## src/rtl/shift_engine.sv

```systemverilog
// Iterative ARM data-processing shifter: one bit position per cycle for LSL/LSR/ASR/ROR/RRX,
// covering both the immediate-shift and register-shift encodings, under a start/ready/done handshake.
module shift_engine (
  input  logic        clk,
  input  logic        rst,
  input  logic        start,
  input  logic [31:0] shiftee,
  input  logic [1:0]  shift_type,
  input  logic [7:0]  shift_amount,
  input  logic        imm_form,
  input  logic        carry_in,
  output logic        ready,
  output logic        done,
  output logic [31:0] shifter_operand,
  output logic        shifter_carry_out
);

  typedef enum logic [1:0] {S_IDLE, S_SHIFT, S_DONE} state_t;
  typedef enum logic [2:0] {OP_LSL, OP_LSR, OP_ASR, OP_ROR, OP_RRX} op_t;

  state_t      r_state;
  op_t         r_op;
  logic [31:0] r_data;
  logic        r_carry;
  logic [5:0]  r_count;
  logic        r_ready;
  logic        r_done;
  logic [31:0] r_operand;
  logic        r_carry_out;

  op_t         w_op;
  logic [5:0]  w_n;
  logic        w_cin;
  logic [31:0] w_sh_data;
  logic        w_sh_carry;

  // Decode the request into an iteration count and starting carry; the
  // out-of-range cases fall out naturally from shifting N times.
  always_comb begin
    w_op  = OP_LSL;
    w_n   = '0;
    w_cin = carry_in;
    if (imm_form) begin
      unique case (shift_type)
        2'b00: begin
          w_op = OP_LSL;
          w_n  = {1'b0, shift_amount[4:0]};
        end
        2'b01: begin
          w_op = OP_LSR;
          w_n  = (shift_amount[4:0] == 5'd0) ? 6'd32 : {1'b0, shift_amount[4:0]};
        end
        2'b10: begin
          w_op = OP_ASR;
          w_n  = (shift_amount[4:0] == 5'd0) ? 6'd32 : {1'b0, shift_amount[4:0]};
        end
        default: begin
          if (shift_amount[4:0] == 5'd0) begin
            w_op = OP_RRX;
            w_n  = 6'd1;
          end else begin
            w_op = OP_ROR;
            w_n  = {1'b0, shift_amount[4:0]};
          end
        end
      endcase
    end else begin
      unique case (shift_type)
        2'b00: begin
          w_op = OP_LSL;
          w_n  = (shift_amount > 8'd33) ? 6'd33 : shift_amount[5:0];
        end
        2'b01: begin
          w_op = OP_LSR;
          w_n  = (shift_amount > 8'd33) ? 6'd33 : shift_amount[5:0];
        end
        2'b10: begin
          w_op = OP_ASR;
          w_n  = (shift_amount > 8'd32) ? 6'd32 : shift_amount[5:0];
        end
        default: begin
          w_op = OP_ROR;
          w_n  = {1'b0, shift_amount[4:0]};
          // Rotation by a non-zero multiple of 32 leaves data but sets carry to bit31
          if (shift_amount != 8'd0 && shift_amount[4:0] == 5'd0) w_cin = shiftee[31];
        end
      endcase
    end
  end

  always_comb begin
    w_sh_data  = r_data;
    w_sh_carry = r_carry;
    unique case (r_op)
      OP_LSL: begin
        w_sh_data  = {r_data[30:0], 1'b0};
        w_sh_carry = r_data[31];
      end
      OP_LSR: begin
        w_sh_data  = {1'b0, r_data[31:1]};
        w_sh_carry = r_data[0];
      end
      OP_ASR: begin
        w_sh_data  = {r_data[31], r_data[31:1]};
        w_sh_carry = r_data[0];
      end
      OP_ROR: begin
        w_sh_data  = {r_data[0], r_data[31:1]};
        w_sh_carry = r_data[0];
      end
      default: begin
        w_sh_data  = {r_carry, r_data[31:1]};
        w_sh_carry = r_data[0];
      end
    endcase
  end

  always_ff @(posedge clk or posedge rst) begin
    if (rst) begin
      r_state     <= S_IDLE;
      r_op        <= OP_LSL;
      r_data      <= '0;
      r_carry     <= 1'b0;
      r_count     <= '0;
      r_ready     <= 1'b1;
      r_done      <= 1'b0;
      r_operand   <= '0;
      r_carry_out <= 1'b0;
    end else begin
      unique case (r_state)
        S_IDLE: begin
          if (start) begin
            r_op    <= w_op;
            r_data  <= shiftee;
            r_carry <= w_cin;
            r_count <= w_n;
            r_ready <= 1'b0;
            if (w_n == 6'd0) begin
              r_state     <= S_DONE;
              r_done      <= 1'b1;
              r_operand   <= shiftee;
              r_carry_out <= w_cin;
            end else begin
              r_state <= S_SHIFT;
            end
          end
        end
        S_SHIFT: begin
          r_data  <= w_sh_data;
          r_carry <= w_sh_carry;
          r_count <= r_count - 6'd1;
          if (r_count == 6'd1) begin
            r_state     <= S_DONE;
            r_done      <= 1'b1;
            r_operand   <= w_sh_data;
            r_carry_out <= w_sh_carry;
          end
        end
        default: begin
          r_state <= S_IDLE;
          r_done  <= 1'b0;
          r_ready <= 1'b1;
        end
      endcase
    end
  end

  assign ready             = r_ready;
  assign done              = r_done;
  assign shifter_operand   = r_operand;
  assign shifter_carry_out = r_carry_out;

endmodule
```

## config.mk

```make
export PLATFORM = sky130hd
export DESIGN_NAME = shift_engine
export DESIGN_NICKNAME = d
export VERILOG_FILES = /design/src/rtl/shift_engine.sv
export SDC_FILE = /design/constraint.sdc
export NUM_CORES = 1
export LEC_CHECK = 0
export ABC_AREA = 1
export ABC_CLOCK_PERIOD_IN_PS = 3000
export BUFFER_PORTS_ARGS = -buffer_cell sky130_fd_sc_hd__buf_2
export CAP_MARGIN = 40
export CORE_MARGIN = 3
export CORE_UTILIZATION = 35
export CTS_CLUSTER_DIAMETER = 40
export CTS_CLUSTER_SIZE = 40
export DETAILED_ROUTE_END_ITERATION = 16
export PLACE_DENSITY_LB_ADDON = 0.05
export REMOVE_ABC_BUFFERS = 1
export SLEW_MARGIN = 5
export SYNTH_ARGS = -nofsm -noshare
export SYNTH_HDL_FRONTEND = slang
export SYNTH_SLANG_ARGS = --single-unit
export TNS_END_PERCENT = 100
```

## constraint.sdc

```tcl
create_clock -name clk -period 3 [get_ports clk]
set_clock_uncertainty 0.2 [all_clocks]
set_input_delay 0 -clock clk [delete_from_list [all_inputs] [get_ports clk]]
set_output_delay 0 -clock clk [all_outputs]
set_load 0.01 [all_outputs]
```

==> results.cfg <==
[detailed_routing]
drc = 0
first_pass_iters = 4
detail-route-antenna-nets = 0
vias = 4059
vias_per_cell = 4.855
drt_iter0_markers = 228
wl_per_cell_um = 13.84
drt-total-wl_um = 11570

[global_routing]
gr-total-overflow = 0
antenna_found_initial = 0
grt_max_degree = 80
grt_pass1_vias = 4111
grt_pass1_wl_um = 19580
gr-usage-all-layers_pct = 18.48

[timing]
period_share_pct = 82.70
fmax_mhz = 403.1
period_needed_ps = 2481
hold_viol = 0
worst_slack_ps = 519.1
maxSlewViolCount = 0
rsz0062_at_grt = no
setup_viol_count_final = 0
fin_hold_ws_ps = 2.689
slew_headroom_pct = 60.46
tightestPinTransition_ps = 592.4

[yosys]
ys_ff_latch = 79
post-synth-top-area-fraction_pct = 46.39
ys_seq_area_share_pct = 47.01
synth_cell_type_count = 30
syn_area_um2 = 4208
avgSynthCellArea_um2 = 7.369
yosysTopAreaCell = dfrtp_1
yosys_warnings = 0
synthTopCellsByArea = dfrtp_1, nand2_1, o21ai_0, nor2_1, nand3_1
synthCells = 571

[pwr]
p_per_area_nw_per_um2 = 1106
ir_worst_vdd_mv = 0.6842
p_leak_nw = 2.914
power_mw = 6.074

[setup_path]
startpoint_type = input port
cp_max_fo = 35
worstPathArrival_ps = 2500
path_cells = dlygate4sd3_1 -> buf_2 -> inv_1 -> ha_1 -> inv_1 -> nand4_1 -> nand2_1 -> inv_1 -> o31ai_1 -> nand2_2 -> nand2_4 -> nand2_4 -> nand2_1 -> nand2_1
required_ps = 3020
max_stage_delay_ps = 520
path_class = input port to flop
r2r_start = r_state[1]
slowest_stage = dlygate4sd3_1
end_kind = flop
startpoint = shift_type[0]

[clock_tree]
cts_resized = 0
numCtsBuffers = 9
clk_pin_slew_ps = 60
clock_latency_ps = 340
cts_buffer_depth = 2
cts_tree = done
cts.sinks = 79
root_buffer = clkbuf_16
cts_htree_levels = 3

[floorplan]
start_util_pct = 36.38
die_y_um = 115.6
num_rows = 39
die_w_um = 115.6
ios = 82
core_um2 = 11560
die_area_um2 = 13370

[min_path]
hold_class = input port to flop
worstHoldStart = shift_amount[2]

[finish]
layout-drive-gt1-share_pct = 19.05
fin_nets = 741
areaGrowthSynthToFinish_pct = 30.48
diodes = 0

[run_status]
status = completed

[place]
io_buffer_count = 81
post-place-ws_ps = 684.0
dp_hpwl_um = 7508
gp_congestion = 0.7831

[flow_run]
maxCapViolCount = 0
[cell usage after synthesis, drive strengths merged]
cell / instances
o22ai: 2
nand2: 223
dfstp: 1
o211ai: 1
a31oi: 2
nor3: 3
o21ai: 79
a21oi: 14
ha: 6
or2: 1
nand4: 2
dfrtp: 78
buf: 14
nor4: 1
o31ai: 1
nor2: 51
o221ai: 2
inv: 33
xor2: 2
nand3: 39
clkbuf: 16
[state kept, by name, summed over array words and instances, names as in the netlist]
| signal | count |
|---|---|
| shifter_carry_out | 1 |
| shifter_operand | 32 |
| r_op | 3 |
| r_count | 6 |
| r_data | 32 |
| r_carry | 1 |
| ready | 1 |
| done | 1 |
| r_state | 2 |
[metal layers]
metal | routed length, µm | share of wire, % | global-route usage [%]
met5 | 0 | 0 | 0
met2 | 5438 | 47 | 30.75
met4 | 289 | 2.5 | 7.734
met3 | 390 | 3.4 | 2.820
met1 | 5449 | 47 | 24.09
[report_power, final]
part / total [mW] / internal [mW] / switching, mW / leakage (nW)
Sequential: 1.94 / 1.61 / 0.337 / 0.983
Combinational: 3.00 / 1.02 / 1.98 / 1.78
Clock: 1.13 / 0.710 / 0.424 / 0.156
Total: 6.07 / 3.34 / 2.74 / 2.91
[through the flow]
| stage | util (%) | cell area (µm²) | TNS, ps | std cells |
|---|---|---|---|---|
| 6_report | 47.47 | 5490 | 0 | 836 |
| 5_1_grt | 47.47 | 5490 | 0 | 836 |
| 4_1_cts | 47.47 | 5490 | 0 | 836 |
| 3_5_place_dp | 40.98 | 4740 | 0 | 776 |
| 3_3_place_gp | 40.98 | 4740 | 0 | 776 |
| 2_1_floorplan | - | 4051 | -17130 | 541 |
[path summary, 6_finish.rpt]
| kind | to | slack (ps) | cells past startpoint |
|---|---|---|---|
| max | shifter_operand[10] | 520 | 14 |
| min | r_count[2] | 3 | 5 |
| max reg2reg | r_data[0] | 790 | 6 |
| min reg2reg | shifter_operand[13] | 260 | 2 |
| max in group asynchronous | ready | 2160 | 4 |
| min in group asynchronous | shifter_operand[14] | 90 | 4 |
[area by class of cell]
class                   count  area, µm²
multi-input cells         429       1957
inverters                  33      125.1
clock inverters             3      40.04
repair buffers            136      940.9
fillers                  1185       6075
flip-flops and latches     79       1978
well taps                 143      178.9
clock buffers              13      270.3
[cell families after synthesis]
family                   count (synthesis)  share of synthesized area [%]
AO/OA/AOI/OAI                          101                          12.61
flip-flops                              79                          47.01
adder cells (fa/ha/maj)                  6                          1.784
AND/OR/NAND/NOR                        320                          31.52
buffers and inverters                   63                          6.661
XOR/XNOR                                 2                         0.4164
[worst max-delay path, delay by kind of cell]
kind / cells / cell delay, ps
AO/OA/AOI/OAI: 1 / 270
buffers and inverters: 5 / 840
AND/OR/NAND/NOR: 7 / 1060
adder cells (fa/ha/maj): 1 / 290
[what timing repair did]
item,in CTS,in global routing
hold buffers,44,0
endpoints found under the hold margin,156,0
buffers inserted,0,0
[placed cells by master, fill, tap and decap left out, drive strengths merged]
cell,n
a21oi,14
a31oi,2
buf,92
bufinv,1
clkbuf,13
clkinv,3
dfrtp,78
dfstp,1
dlygate4sd3,44
ha,6
inv,32
nand2,223
nand3,39
nand4,2
nor2,51
nor3,3
nor4,1
o211ai,1
o21ai,79
o221ai,2
o22ai,2
o31ai,1
or2,1
xor2,2
No activity file was read; power rests on OpenSTA's default activity.
